`config.mk`:
```
export PLATFORM = sky130hd
export DESIGN_NAME = matrix_rx_loader_flat
export DESIGN_NICKNAME = d
export VERILOG_FILES = /design/src/rtl/matrix_rx_loader_if.sv /design/src/rtl/matrix_rx_loader.sv /design/src/flat_wrapper.sv
export SDC_FILE = /design/constraint.sdc
export NUM_CORES = 1
export LEC_CHECK = 0
export BUFFER_PORTS_ARGS = -buffer_cell sky130_fd_sc_hd__buf_2
export CAP_MARGIN = 25
export CORE_MARGIN = 5
export CORE_UTILIZATION = 41
export CTS_CLUSTER_SIZE = 20
export DETAILED_ROUTE_END_ITERATION = 12
export GPL_TIMING_DRIVEN = 0
export HOLD_SLACK_MARGIN = 0.02
export PLACE_DENSITY = 0.62
export SLEW_MARGIN = 40
export SYNTH_ARGS = -nofsm -noshare
export SYNTH_HDL_FRONTEND = slang
export SYNTH_SLANG_ARGS = --single-unit
```
`constraint.sdc`:
```
create_clock -name clk -period 6.8 [get_ports clk]
set_input_delay 0.68 -clock clk [delete_from_list [all_inputs] [get_ports clk]]
set_output_delay 0.68 -clock clk [all_outputs]
set_load 0.05 [all_outputs]
```
`src/rtl/matrix_rx_loader_if.sv`:
```
// Bus between the UART byte source / calculation core and matrix_rx_loader.
// The master side drives received bytes, control pulses and read addresses;
// the slave side (the loader) returns read data and status.
interface matrix_rx_loader_if #(
    parameter int unsigned ELEM_W = 8,
    parameter int unsigned SLOTS  = 2
);
    localparam int unsigned SLOT_W = (SLOTS > 1) ? $clog2(SLOTS) : 1;

    logic [7:0]        rx_data;
    logic              rx_done;
    logic              clear;
    logic              gen_start;
    logic [3:0]        gen_m;
    logic [3:0]        gen_n;
    logic [SLOT_W-1:0] rd_slot;
    logic [3:0]        rd_row;
    logic [3:0]        rd_col;
    logic [ELEM_W-1:0] rd_data;
    logic [3:0]        rd_m;
    logic [3:0]        rd_n;
    logic [SLOTS-1:0]  slot_valid;
    logic              load_done;
    logic [SLOT_W-1:0] load_slot;
    logic              clamped;
    logic              busy;
    logic              err;
    logic [2:0]        state;

    modport master (
        output rx_data, rx_done, clear, gen_start, gen_m, gen_n,
               rd_slot, rd_row, rd_col,
        input  rd_data, rd_m, rd_n, slot_valid, load_done, load_slot,
               clamped, busy, err, state
    );

    modport slave (
        input  rx_data, rx_done, clear, gen_start, gen_m, gen_n,
               rd_slot, rd_row, rd_col,
        output rd_data, rd_m, rd_n, slot_valid, load_done, load_slot,
               clamped, busy, err, state
    );
endinterface

```
`src/rtl/matrix_rx_loader.sv`:
```
// Matrix input loader: parses "m, n, elements..." from the UART byte stream
// into a multi-slot matrix buffer with a registered random-access read port.
// Optional random-generation mode (GEN state + LFSR) is compiled in when
// MATRIX_RX_RANDGEN_EN is defined.
module matrix_rx_loader #(
    parameter int unsigned MAX_DIM  = 5,
    parameter int unsigned ELEM_W   = 8,
    parameter int unsigned ELEM_MAX = 9,
    parameter int unsigned SLOTS    = 2
) (
    input logic               clk,
    input logic               rst,
    matrix_rx_loader_if.slave bus
);
    localparam int unsigned SLOT_W = (SLOTS > 1) ? $clog2(SLOTS) : 1;
    localparam int unsigned CELLS  = SLOTS * MAX_DIM * MAX_DIM;
    localparam int unsigned IDX_W  = (CELLS > 1) ? $clog2(CELLS) : 1;

    typedef enum logic [2:0] {
        IDLE   = 3'd0,
        WAIT_N = 3'd1,
        LOAD   = 3'd2,
        GEN    = 3'd3,
        ERR    = 3'd4
    } state_t;

    state_t            state_q;
    logic [3:0]        m_q, n_q, row_q, col_q;
    logic [SLOT_W-1:0] wr_ptr_q, load_slot_q;
    logic [SLOTS-1:0]  slot_valid_q;
    logic              load_done_q, clamped_q, err_q;
    logic [3:0]        dim_m [SLOTS];
    logic [3:0]        dim_n [SLOTS];
    logic [ELEM_W-1:0] mem [CELLS];
    logic [ELEM_W-1:0] rd_data_q;
    logic [3:0]        rd_m_q, rd_n_q;

`ifdef MATRIX_RX_RANDGEN_EN
    logic [7:0]        lfsr_q;
`endif

    logic              step_en, last_cell, elem_clamp;
    logic              rd_slot_ok, rd_hit;
    logic [ELEM_W-1:0] wr_val;
    logic [IDX_W-1:0]  wr_idx, rd_idx;

    function automatic logic dim_ok(input logic [7:0] d);
        return (d >= 8'd1) && (32'(d) <= MAX_DIM);
    endfunction

    function automatic logic [IDX_W-1:0] cell_idx(input int unsigned s,
                                                  input int unsigned r,
                                                  input int unsigned c);
        int unsigned lin;
        lin = (s * MAX_DIM + r) * MAX_DIM + c;
        return IDX_W'(lin);
    endfunction

    // Element write strobe/value and read-port address decode
    always_comb begin
        step_en = 1'b0;
        if (!bus.clear) begin
            if (state_q == LOAD && bus.rx_done) step_en = 1'b1;
`ifdef MATRIX_RX_RANDGEN_EN
            if (state_q == GEN) step_en = 1'b1;
`endif
        end
        last_cell  = (row_q == m_q - 4'd1) && (col_q == n_q - 4'd1);
        elem_clamp = 32'(bus.rx_data) > ELEM_MAX;
        wr_val     = elem_clamp ? '0 : ELEM_W'(bus.rx_data);
`ifdef MATRIX_RX_RANDGEN_EN
        if (state_q == GEN) begin
            wr_val     = ELEM_W'(32'(lfsr_q) % (ELEM_MAX + 1));
            elem_clamp = 1'b0;
        end
`endif
        wr_idx     = cell_idx(32'(wr_ptr_q), 32'(row_q), 32'(col_q));
        rd_idx     = cell_idx(32'(bus.rd_slot), 32'(bus.rd_row), 32'(bus.rd_col));
        rd_slot_ok = (32'(bus.rd_slot) < SLOTS) && slot_valid_q[bus.rd_slot];
        rd_hit     = rd_slot_ok && (bus.rd_row < dim_m[bus.rd_slot])
                                && (bus.rd_col < dim_n[bus.rd_slot]);
    end

    // Element storage write port (contents intentionally not reset)
    always_ff @(posedge clk) begin
        if (step_en) mem[wr_idx] <= wr_val;
    end

    // Registered read port; a same-cycle write to the same cell returns old data
    always_ff @(posedge clk) begin
        if (rst) begin
            rd_data_q <= '0;
            rd_m_q    <= '0;
            rd_n_q    <= '0;
        end else begin
            rd_data_q <= rd_hit ? mem[rd_idx] : '0;
            rd_m_q    <= rd_slot_ok ? dim_m[bus.rd_slot] : '0;
            rd_n_q    <= rd_slot_ok ? dim_n[bus.rd_slot] : '0;
        end
    end

    // Load FSM: dimension parsing, element indexing, slot bookkeeping
    always_ff @(posedge clk) begin
        if (rst) begin
            state_q      <= IDLE;
            m_q          <= '0;
            n_q          <= '0;
            row_q        <= '0;
            col_q        <= '0;
            wr_ptr_q     <= '0;
            load_slot_q  <= '0;
            slot_valid_q <= '0;
            load_done_q  <= 1'b0;
            clamped_q    <= 1'b0;
            err_q        <= 1'b0;
            for (int unsigned i = 0; i < SLOTS; i++) begin
                dim_m[i] <= '0;
                dim_n[i] <= '0;
            end
        end else begin
            load_done_q <= 1'b0;
            if (bus.clear) begin
                state_q      <= IDLE;
                slot_valid_q <= '0;
                wr_ptr_q     <= '0;
                err_q        <= 1'b0;
            end else begin
                unique case (state_q)
                    IDLE: begin
`ifdef MATRIX_RX_RANDGEN_EN
                        if (bus.gen_start) begin
                            if (dim_ok({4'd0, bus.gen_m}) && dim_ok({4'd0, bus.gen_n})) begin
                                m_q                    <= bus.gen_m;
                                n_q                    <= bus.gen_n;
                                row_q                  <= '0;
                                col_q                  <= '0;
                                clamped_q              <= 1'b0;
                                slot_valid_q[wr_ptr_q] <= 1'b0;
                                state_q                <= GEN;
                            end else begin
                                err_q   <= 1'b1;
                                state_q <= ERR;
                            end
                        end else
`endif
                        if (bus.rx_done) begin
                            if (dim_ok(bus.rx_data)) begin
                                m_q     <= bus.rx_data[3:0];
                                state_q <= WAIT_N;
                            end else begin
                                err_q   <= 1'b1;
                                state_q <= ERR;
                            end
                        end
                    end
                    WAIT_N: begin
                        if (bus.rx_done) begin
                            if (dim_ok(bus.rx_data)) begin
                                n_q                    <= bus.rx_data[3:0];
                                row_q                  <= '0;
                                col_q                  <= '0;
                                clamped_q              <= 1'b0;
                                slot_valid_q[wr_ptr_q] <= 1'b0;
                                state_q                <= LOAD;
                            end else begin
                                err_q   <= 1'b1;
                                state_q <= ERR;
                            end
                        end
                    end
                    LOAD, GEN, ERR: ;
                    default: state_q <= IDLE;
                endcase

                // LOAD and GEN share element indexing and completion
                if (step_en) begin
                    if (elem_clamp) clamped_q <= 1'b1;
                    if (last_cell) begin
                        dim_m[wr_ptr_q]        <= m_q;
                        dim_n[wr_ptr_q]        <= n_q;
                        slot_valid_q[wr_ptr_q] <= 1'b1;
                        load_done_q            <= 1'b1;
                        load_slot_q            <= wr_ptr_q;
                        wr_ptr_q               <= (32'(wr_ptr_q) == SLOTS - 1) ? '0 : wr_ptr_q + 1'b1;
                        row_q                  <= '0;
                        col_q                  <= '0;
                        state_q                <= IDLE;
                    end else if (col_q == n_q - 4'd1) begin
                        col_q <= '0;
                        row_q <= row_q + 4'd1;
                    end else begin
                        col_q <= col_q + 4'd1;
                    end
                end
            end
        end
    end

`ifdef MATRIX_RX_RANDGEN_EN
    // Fibonacci LFSR, taps 8,6,5,4, stepping on every GEN cycle
    always_ff @(posedge clk) begin
        if (rst) lfsr_q <= 8'h01;
        else if (state_q == GEN) lfsr_q <= {lfsr_q[6:0], lfsr_q[7] ^ lfsr_q[5] ^ lfsr_q[4] ^ lfsr_q[3]};
    end
`else
    logic unused_gen;
    assign unused_gen = ^{bus.gen_start, bus.gen_m, bus.gen_n};
`endif

    assign bus.rd_data    = rd_data_q;
    assign bus.rd_m       = rd_m_q;
    assign bus.rd_n       = rd_n_q;
    assign bus.slot_valid = slot_valid_q;
    assign bus.load_done  = load_done_q;
    assign bus.load_slot  = load_slot_q;
    assign bus.clamped    = clamped_q;
    assign bus.err        = err_q;
    assign bus.busy       = (state_q == WAIT_N) || (state_q == LOAD) || (state_q == GEN);
    assign bus.state      = state_q;
endmodule

```
`src/flat_wrapper.sv`:
```
// flat-port wrapper written by rule: the top's interface ports become plain ports
module matrix_rx_loader_flat 
#(
    parameter int unsigned MAX_DIM  = 5,
    parameter int unsigned ELEM_W   = 8,
    parameter int unsigned ELEM_MAX = 9,
    parameter int unsigned SLOTS    = 2
)
  (clk, rst, bus_rx_data, bus_rx_done, bus_clear, bus_gen_start, bus_gen_m, bus_gen_n, bus_rd_slot, bus_rd_row, bus_rd_col, bus_rd_data, bus_rd_m, bus_rd_n, bus_slot_valid, bus_load_done, bus_load_slot, bus_clamped, bus_busy, bus_err, bus_state);
  matrix_rx_loader_if #(.ELEM_W(ELEM_W), .SLOTS(SLOTS)) bus_i ();
  input logic clk;
  input logic rst;
  input wire logic [$bits(bus_i.rx_data)-1:0] bus_rx_data;
  input wire logic [$bits(bus_i.rx_done)-1:0] bus_rx_done;
  input wire logic [$bits(bus_i.clear)-1:0] bus_clear;
  input wire logic [$bits(bus_i.gen_start)-1:0] bus_gen_start;
  input wire logic [$bits(bus_i.gen_m)-1:0] bus_gen_m;
  input wire logic [$bits(bus_i.gen_n)-1:0] bus_gen_n;
  input wire logic [$bits(bus_i.rd_slot)-1:0] bus_rd_slot;
  input wire logic [$bits(bus_i.rd_row)-1:0] bus_rd_row;
  input wire logic [$bits(bus_i.rd_col)-1:0] bus_rd_col;
  output wire logic [$bits(bus_i.rd_data)-1:0] bus_rd_data;
  output wire logic [$bits(bus_i.rd_m)-1:0] bus_rd_m;
  output wire logic [$bits(bus_i.rd_n)-1:0] bus_rd_n;
  output wire logic [$bits(bus_i.slot_valid)-1:0] bus_slot_valid;
  output wire logic [$bits(bus_i.load_done)-1:0] bus_load_done;
  output wire logic [$bits(bus_i.load_slot)-1:0] bus_load_slot;
  output wire logic [$bits(bus_i.clamped)-1:0] bus_clamped;
  output wire logic [$bits(bus_i.busy)-1:0] bus_busy;
  output wire logic [$bits(bus_i.err)-1:0] bus_err;
  output wire logic [$bits(bus_i.state)-1:0] bus_state;
  assign bus_i.rx_data = bus_rx_data;
  assign bus_i.rx_done = bus_rx_done;
  assign bus_i.clear = bus_clear;
  assign bus_i.gen_start = bus_gen_start;
  assign bus_i.gen_m = bus_gen_m;
  assign bus_i.gen_n = bus_gen_n;
  assign bus_i.rd_slot = bus_rd_slot;
  assign bus_i.rd_row = bus_rd_row;
  assign bus_i.rd_col = bus_rd_col;
  assign bus_rd_data = bus_i.rd_data;
  assign bus_rd_m = bus_i.rd_m;
  assign bus_rd_n = bus_i.rd_n;
  assign bus_slot_valid = bus_i.slot_valid;
  assign bus_load_done = bus_i.load_done;
  assign bus_load_slot = bus_i.load_slot;
  assign bus_clamped = bus_i.clamped;
  assign bus_busy = bus_i.busy;
  assign bus_err = bus_i.err;
  assign bus_state = bus_i.state;
  matrix_rx_loader #(.MAX_DIM(MAX_DIM), .ELEM_W(ELEM_W), .ELEM_MAX(ELEM_MAX), .SLOTS(SLOTS)) u_core (.clk(clk), .rst(rst), .bus(bus_i));
endmodule
```
### Word level (Yosys, flattened, before mapping)

Memory sizes are Yosys's and may differ from the RTL's. A register that Yosys moved wholly into a read port is not among the register bits.
Cells that the tools add are included.
W data, S select, Z words.

* flip-flop bits (word level): 34
* memory bits (writable): 416
* bits of input ports: 30
* output and inout bits: 26
* memories: 3

Memories
* u_core.mem: depth 50, width 8, read ports 1, clocked after memory_dff 1, write ports 1, line matrix_rx_loader.sv:34 `logic [ELEM_W-1:0] mem [CELLS];`
* u_core.dim_m: depth 2, width 4, read ports 1, clocked after memory_dff 0, write ports 2, line matrix_rx_loader.sv:32 `logic [3:0] dim_m [SLOTS];`
* u_core.dim_n: depth 2, width 4, read ports 1, clocked after memory_dff 0, write ports 2, line matrix_rx_loader.sv:33 `logic [3:0] dim_n [SLOTS];`

* $add $sub $neg: 9
* $mul: 4
* order comparisons: 8
* equal/unequal tests: 6
* mux-type cells: 54
* bitwise logic cells: 7
* reductions and logical operators: 25

Operator list (count)
* $mul A32 B3 Y6 const B: 2
* $mux W4: 14
* $mux W1: 24
* $mux W3: 6
* $mux W2: 7
* $add A6 B4 Y6: 2
* $reduce_and A4 Y1: 3
* $add A4 B4 Y5: 2
* $pmux W3 S3: 1
* $add A4 B1 Y4 const B: 2
* $eq A4 B4 Y1: 2
* $ge A8 B1 Y1 const B: 1
* $gt A8 B4 Y1 const B: 1
* $le A8 B3 Y1 const B: 1
* $lt A4 B4 Y1: 2
* $mul A1 B3 Y4 const B: 2
* $mux W8: 1
* $reduce_or A2 Y1: 4
* $reduce_or A4 Y1: 2
* $sub A4 B1 Y4 const B: 2
* $eq A3 B2 Y1 const B: 2
* $logic_and A1 B1 Y1: 6
* $reduce_and A3 Y1: 2
* $reduce_bool A2 Y1: 3
* other kinds (14): 19

### Logic depth before layout (Yosys ltp)

Gate-level depths: netlist (run 1).

* depth in word-level cells: 14
* gate-level depth with buffers: 14
* mapped depth without buffers: 13

### Worst setup path before layout (run 1)

Ideal clock, no wire load.

* path type: in2reg
* from: input bus_rx_data[5]
* to: memory u_core.mem[0][3] (data pin)
* arrival: 4.173 ns
* data required time: 6.039 ns
* slack: 1.866 ns
* stages on the path: 2
* buffers on the path: 0
* path through: or4_4 > nor4b_1

* longest elaborated chain between the ends: 2

RTL lines
* from (decl): line flat_wrapper.sv:13 `input wire logic [$bits(bus_i.rx_data)-1:0] bus_rx_data;`
* $gt A8 B4 Y1: line matrix_rx_loader.sv:69 `elem_clamp = 32'(bus.rx_data) > ELEM_MAX;`
* $mux W8: line matrix_rx_loader.sv:70 `wr_val = elem_clamp ? '0 : ELEM_W'(bus.rx_data);`
* via u_core.wr_val[3]: line matrix_rx_loader.sv:44 `logic [ELEM_W-1:0] wr_val;`
* to (decl): line matrix_rx_loader.sv:34

The timed path passes the listed nets, and every way through them passes these cells.

### Worst setup path in the final report (run 1)

* from: input bus_rd_row[0]
* to: register u_core.rd_data_q[7] (netlist: u_core.bus.rd_data[7]), read port of u_core.mem

* longest elaborated chain between the ends: 5
* elaborated cells on any way between the ends: 8
* classes of those cells: add/sub: 2; mul: 1; order compare: 1; bitwise: 1; reduce/logical: 3

RTL lines
* from (decl): line flat_wrapper.sv:20 `input wire logic [$bits(bus_i.rd_row)-1:0] bus_rd_row;`
* branches (longest 5 deep; another with $mul A32 B3 Y6)
* to (decl): line matrix_rx_loader.sv:35 `logic [ELEM_W-1:0] rd_data_q;`

Several ways; the timed one is not identified.
A chain may end at the register's enable or synchronous reset.

==> impl_metrics.json, run 1 <==
{
  "cp_max_fo": 10,
  "clk_pin_slew_ns": 0.06,
  "grt_pass1_vias": 10200,
  "pwr-share-comb": 0.166,
  "p_int_mw": 5.03,
  "cts.sinks": 458,
  "p_switching_mw": 1.67,
  "synth_area_sq_um": 18800,
  "fmax_mhz": 203,
  "min_from": "bus_clear",
  "globalplace.congestion": 0.810,
  "wire_per_inst_um": 19.8,
  "std_cell_rows": 78,
  "drt_wl_total_um": 38800,
  "port_buffers": 45,
  "viasPerCell": 4.92,
  "grt_pass1_wl_um": 59700,
  "first_pass_iters": 7,
  "globalRouteOverflowTotal": 0,
  "placed_cells": 1872,
  "yosys.cell_types.count": 55,
  "critPathKind": "primary input to flop",
  "core_area_sq_um": 45400,
  "hold_slack_ns": 0.419,
  "cts_buffers": 47,
  "yosysMostFrequentCell": "edfxtp_1",
  "final_util": 0.489,
  "die_h_um": 224,
  "min_path_type": "primary input to flop",
  "finalMaxSlewViolations": 0,
  "drive_above_1_share": 0.197,
  "post-route-min-period_ns": 4.93,
  "die-area_sq_um": 50200,
  "drcViolationCount": 0,
  "irDropWorstVdd_uv": 204,
  "setup.worst_path.start": "bus_rd_row[0]",
  "pin_count": 56,
  "reg2reg_from": "u_core.row_q[2]",
  "worst_slew_pin_slew_ns": 0.842,
  "syn_area_per_cell_sq_um": 18.4,
  "synth_edf_count": 416,
  "cts_resized": 0,
  "ys.flop_type": "edfxtp_1",
  "p_sw_frac": 0.249,
  "synth-seq-cells": 458,
  "die-width_um": 224,
  "fin_skew_ns": 0.0135,
  "setup_viol": 0,
  "post-cts-setup-buffers": 0,
  "seqPwrFrac": 0.457,
  "grt_max_degree": 51,
  "cts_max_level": 2,
  "final_cells": 1958,
  "synth_top_area_share": 0.666,
  "cts_tree": "yes",
  "insertedDiodeCount": 0,
  "power_mw": 6.69,
  "power_leakage_nw": 7.60,
  "synth.area.top_cells": "edfxtp_1, mux4_2, dfxtp_1, mux2i_1, ha_1",
  "synth_top_cells_by_count": "edfxtp_1, mux4_2, nor2_1",
  "hold_viol_final": 0,
  "holdPathStages": 2,
  "p_clk_frac": 0.378,
  "cp.required_ns": 7.19,
  "cp-start-kind": "primary input",
  "final_antenna_net_count": 0,
  "antenna_found_initial": 0,
  "rsz0062_at_grt": "no",
  "start_util": 0.414,
  "vias": 9640,
  "grt_use_total": 0.157,
  "cts.path.max_buffers": 3,
  "place_hpwl_um": 26900,
  "area.growth.synth_to_final_pct": 18.2,
  "critPathArrivalTime_ns": 5.33,
  "power_density_nw_per_um2": 302,
  "endpoint_kind": "flop",
  "cts-root-buf": "clkbuf_16",
  "drt_iter0_markers": 696,
  "relSlewSlack": 0.437,
  "post-route-period-util": 0.726,
  "hold_buffers": 0,
  "cap_violations": 0,
  "finalNetCount": 1394,
  "yosysSeqAreaShare": 0.710,
  "outcome": "finished, final reports clean",
  "ff2ff_path_depth": 12,
  "ys_warn_count": 0,
  "postSynthCellCount": 1019,
  "clk_latency_ns": 0.57,
  "fin_setup_tns_ns": 0,
  "ys_async_sr_fraction": 0,
  "yosysTopAreaCell": "edfxtp_1"
}
[flip-flops by register name (all words and copies together), names as in the netlist]
register,count
u_core.bus.rd_n,4
u_core.dim_m,8
u_core.bus.rd_m,4
u_core.bus.state,3
u_core.bus.clamped,1
u_core.row_q,4
u_core.m_q,4
u_core.bus.slot_valid,2
u_core.bus.load_done,1
u_core.wr_ptr_q,1
u_core.col_q,4
u_core.bus.err,1
u_core.dim_n,8
u_core.bus.load_slot,1
u_core.bus.rd_data,8
u_core.mem,400
u_core.n_q,4
[layout by cell type (no fill, tap or decap), drive strengths merged, types with 4 or more instances in the layout]
cell type / Yosys / routed
and2: 12 / 12
nand3: 11 / 11
nor3: 12 / 12
mux4: 105 / 105
nor2: 79 / 79
fa: 4 / 4
o32ai: 8 / 8
buf: 16 / 70
nor4: 9 / 9
edfxtp: 416 / 416
conb: 1 / 200
xnor2: 19 / 19
o21ai: 16 / 16
ha: 38 / 38
a2111oi: 8 / 8
clkinv: 1 / 9
dfxtp: 42 / 42
a21o: 4 / 4
nor2b: 16 / 16
clkbuf: 29 / 102
a21oi: 14 / 14
nand2b: 7 / 7
mux2i: 58 / 58
inv: 20 / 20
xor2: 4 / 4
nand2: 34 / 34
[power groups by stage]
stage               sequential, mW  combinational (mW)  clock (mW)
global route                  3.06                1.18        2.70
finish                        3.06                1.11        2.53
global placement              3.12                1.10           0
CTS                           3.06                1.12        2.59
floorplan                     3.12               0.758           0
detailed placement            3.12                1.12           0
[metal layers]
metal  vias up  share of wire  wire, um  GRT usage
li1       4486              -         -          -
met1      4814           0.42     16300      0.211
met2       254           0.48     18700      0.256
met3        86          0.059      2310     0.0294
met4         0          0.036      1410     0.0601
met5         -              0         0          0
[area by class of cell]
type	count	area, sq um
fill	3794	23200
buffer	45	194
tap	600	751
sequential	458	13300
clock buffer	72	1370
inverter	21	78.8
timing repair buffer	55	323
clock inverter	13	136
multi-input combinational	694	5990
[worst paths after layout]
path,end,slack (ns)
setup / recovery,u_core.bus.rd_data[7],1.87
hold / removal,u_core.wr_ptr_q,0.42
setup reg to reg,u_core.mem[42][7],2.37
hold reg to reg,u_core.m_q[1],0.48
[through the flow]
stage          instance area [sq um]  setup slack [ns]
6_report                       22200              1.87
3_5_place_dp                   20600              1.23
5_1_grt                        22200              1.65
4_1_cts                        22100              1.82
3_3_place_gp                   20500             -1.52
2_1_floorplan                  19500              1.87
[logic make-up after synthesis]
group | Yosys count | synth area share
AOI/OAI and AO/OA | 65 | 0.0237
DFF | 458 | 0.710
adders and majority gates | 42 | 0.0296
other | 1 | 0.000200
buffers and inverters | 66 | 0.0141
xor gates and xnor gates | 25 | 0.0131
muxes | 166 | 0.159
and+or+nand+nor | 196 | 0.0502
[worst max-delay path, cell delays in order]
cell and delay, ns:
buf_2 0.12, ha_1 0.21, ha_1 0.21, xor2_1 0.22
ha_1 0.27, ha_1 0.30, inv_1 0.06, fa_1 0.65
clkbuf_1 0.61, clkbuf_1 0.64, mux4_2 0.35, mux2i_1 0.15
mux4_2 0.52, o32ai_1 0.33
Note: power is estimated with default switching activity, not from simulation.
==> inputs of run 2 (changes only) <==
--- a/config.mk
+++ b/config.mk
@@ -5,6 +5,7 @@
 export SDC_FILE = /design/constraint.sdc
 export NUM_CORES = 1
 export LEC_CHECK = 0
+export ABC_AREA = 1
 export BUFFER_PORTS_ARGS = -buffer_cell sky130_fd_sc_hd__buf_2
 export CAP_MARGIN = 25
 export CORE_MARGIN = 5
@@ -13,7 +14,7 @@
 export DETAILED_ROUTE_END_ITERATION = 12
 export GPL_TIMING_DRIVEN = 0
 export HOLD_SLACK_MARGIN = 0.02
-export PLACE_DENSITY = 0.62
+export PLACE_DENSITY = 0.64
 export SLEW_MARGIN = 40
 export SYNTH_ARGS = -nofsm -noshare
 export SYNTH_HDL_FRONTEND = slang
==> constraint.sdc (replaced) <==
create_clock -name clk -period 4 [get_ports clk]
set_input_delay 0.4 -clock clk [delete_from_list [all_inputs] [get_ports clk]]
set_output_delay 0.4 -clock clk [all_outputs]
set_load 0.05 [all_outputs]
==> run 2 against run 1 <==
  * Area after synthesis grew 8.1%
  * Sequential share of layout area shrank 7.2 points
  * Critical path type is now flop to flop
  * Worst hold slack lost 0.30 ns
  * Clock-buffer cell count shrank 6
  * Highest routed layer unchanged
  * Global-route usage grew 5.3 points
  * Largest power group unchanged
  * Cell count grew 54%
==> impl_metrics.json, run 2 <==
{
  "outcome": "finished, final reports clean",
  "critPathArrivalTime_ns": 4.16,
  "clk_pin_slew_ns": 0.06,
  "finalNetCount": 2391,
  "syn_area_per_cell_sq_um": 10.4,
  "path_buf_inv": 4,
  "drt_wl_total_um": 57100,
  "core_area_sq_um": 49000,
  "fin_skew_ns": 0.0164,
  "place_area_sq_um": 22400,
  "final_antenna_net_count": 0,
  "top_register": "u_core.mem",
  "ys_async_sr_fraction": 0,
  "synth_area_sq_um": 20300,
  "finalInstanceArea_sq_um": 25200,
  "final_cell_mix": "nand2_1, edfxtp_1, nand3_1",
  "rsz0062_at_grt": "yes",
  "ys_warn_count": 0,
  "synth_edf_count": 416,
  "relSlewSlack": 0.399,
  "port_buffers": 46,
  "synth-seq-cells": 458,
  "p_clk_frac": 0.344,
  "min_path_type": "primary input to flop",
  "max_stage_delay_ns": 0.51,
  "yosys.cell_types.count": 41,
  "globalplace.congestion": 0.934,
  "grt_pass1_vias": 14500,
  "pwr-share-comb": 0.229,
  "critical_path.top_delay_family": "adder cells",
  "area.growth.synth_to_final_pct": 24.3,
  "drt_iter0_markers": 1379,
  "synth.area.top_cells": "edfxtp_1, nand2_1, nand3_1, dfxtp_1, nor2_1",
  "p_int_mw": 8.29,
  "std_cell_rows": 81,
  "yosysSeqAreaShare": 0.657,
  "die_h_um": 232,
  "power_leakage_nw": 10.2,
  "cts.sinks": 458,
  "first_pass_iters": 6,
  "grt_use_total": 0.210,
  "slowest_stage": "fa_1",
  "cp-start-kind": "flop",
  "postSynthCellCount": 1954,
  "start_util": 0.415,
  "die-area_sq_um": 54000,
  "yosysTopAreaCell": "edfxtp_1",
  "clk_latency_ns": 0.59,
  "cts_buffers": 48,
  "endpoint_kind": "flop",
  "setup_viol": 0,
  "post-route-min-period_ns": 3.86,
  "cp_max_fo": 8,
  "yosysMostFrequentCell": "nand2_1",
  "hold_viol_final": 0,
  "post-route-period-util": 0.966,
  "synth_top_area_share": 0.616,
  "antenna_found_initial": 1,
  "seqPwrFrac": 0.427,
  "vias": 14900,
  "critPathKind": "flop to flop",
  "irDropWorstVdd_uv": 241,
  "cp.required_ns": 4.30,
  "grt_max_degree": 23,
  "cts.path.max_buffers": 3,
  "p_switching_mw": 3.90,
  "largest_register_ffs": 400,
  "place_hpwl_um": 39200,
  "drive_above_1_share": 0.137,
  "p_sw_frac": 0.320,
  "cts_max_level": 2,
  "power_mw": 12.2,
  "final_common_cell": "nand2_1",
  "path_cells": "ha_4 > nand3_1 > nand2_2 > xor2_4 > ha_1 > fa_1 > ha_4 > nand2_1 > o21ai_2 > xor2_2 > buf_4 > xor2_4 > buf_12 > nand3_4 > buf_12 > nor2_4 > buf_12",
  "worst_slew_pin_slew_ns": 0.901,
  "synth_top_cells_by_count": "nand2_1, edfxtp_1, nand3_1",
  "crit_top_cell": "buf_12",
  "hold_buffers": 0,
  "power_density_nw_per_um2": 483,
  "drcViolationCount": 0,
  "grt_pass1_wl_um": 85100,
  "ys.flop_type": "edfxtp_1",
  "wire_per_inst_um": 18.9,
  "pin_count": 56,
  "cap_violations": 0,
  "viasPerCell": 4.94,
  "fmax_mhz": 259,
  "die-width_um": 232,
  "finalMaxSlewViolations": 0,
  "cts_tree": "yes",
  "cts-root-buf": "clkbuf_16",
  "globalRouteOverflowTotal": 0
}
[run 2: cell count changes after synthesis, moves of 12 or more]
cell     change
nand3_1    +237
buf_2       +15
mux4_2     -105
nand2_1    +586
o21ai_0     +37
nor2b_1     -16
inv_1      +125
a21oi_1     +12
buf_1       +13
mux2i_1     -44
nor2_1     +105
[run 2: worst register-to-register path, stage by stage (launching register included)]
cell and delay (ns):
dfxtp_2 0.43, ha_4 0.25, nand3_1 0.10, nand2_2 0.09
xor2_4 0.16, ha_1 0.29, fa_1 0.51, ha_4 0.34
nand2_1 0.07, o21ai_2 0.15, xor2_2 0.14, buf_4 0.17
xor2_4 0.17, buf_12 0.15, nand3_4 0.08, buf_12 0.17
nor2_4 0.16, buf_12 0.16
[run 2: cell families (layout without fill, tap and decap cells)]
logic type | Yosys count | count (layout) | share of synthesized area
multiplexers | 14 | 14 | 0.00691
AND/OR/NAND/NOR | 1094 | 1094 | 0.227
XOR/XNOR | 25 | 25 | 0.0141
other | 1 | 201 | 0.000185
flip-flops | 458 | 458 | 0.657
adder cells (fa/ha/maj) | 42 | 42 | 0.0274
buffers and inverters | 234 | 437 | 0.0455
AO/OA/AOI/OAI | 86 | 86 | 0.0221
[run 2: per-layer routing]
layer | up-vias | part of all wire | GRT usage
li1 | 7093 | - | -
met1 | 7088 | 0.40 | 0.279
met2 | 600 | 0.47 | 0.342
met3 | 147 | 0.080 | 0.0350
met4 | 0 | 0.046 | 0.0917
met5 | - | 0 | 0
[run 2: final timing paths]
path | from | to | slack [ns] | cells after the start
worst max-delay path | u_core.wr_ptr_q | u_core.mem[1][3] | 0.14 | 17
worst min-delay path | bus_rx_done | u_core.bus.state[0] | 0.12 | 4
worst max register to register | u_core.wr_ptr_q | u_core.mem[1][3] | 0.14 | 17
worst min register to register | u_core.bus.err | u_core.bus.err | 0.46 | 2
[run 2: power groups by stage]
stage / combinational, mW / clock, mW / sequential (mW)
floorplan: 1.58 / 0 / 5.34
global placement: 2.65 / 0 / 5.31
detailed placement: 2.69 / 0 / 5.31
CTS: 2.71 / 4.24 / 5.21
global route: 2.97 / 4.46 / 5.20
finish: 2.79 / 4.19 / 5.21
[run 2: metrics by stage]
stage	utilization	setup TNS [ns]	setup WS, ns	hold WS, ns	cells
floorplan	-	0	0.113	0.471	2153
global placement	0.451	-242.64	-0.789	0.441	2863
detailed placement	0.458	-177.80	-0.825	0.452	2872
CTS	0.514	0	0.00339	0.0923	3020
global route	0.515	-0.382	-0.0353	0.127	3020
finish	0.515	0	0.137	0.117	3021
[run 2: area by class of cell]
cell class,count,area (sq um)
fill,4234,23700
sequential,458,13300
multi-input combinational,1461,7350
timing repair buffer,116,1320
clock buffer,66,1310
tap,664,831
inverter,150,564
buffer,84,377
clock inverter,21,131
antenna,1,2.50
[run 2: repair_timing]
action                                  4_1_cts  5_1_grt
endpoints found under the setup margin      408      344
hold endpoints to repair                      0        0
buffers inserted                             61        0
gates resized for setup                     111       16
pin swaps                                    38        0
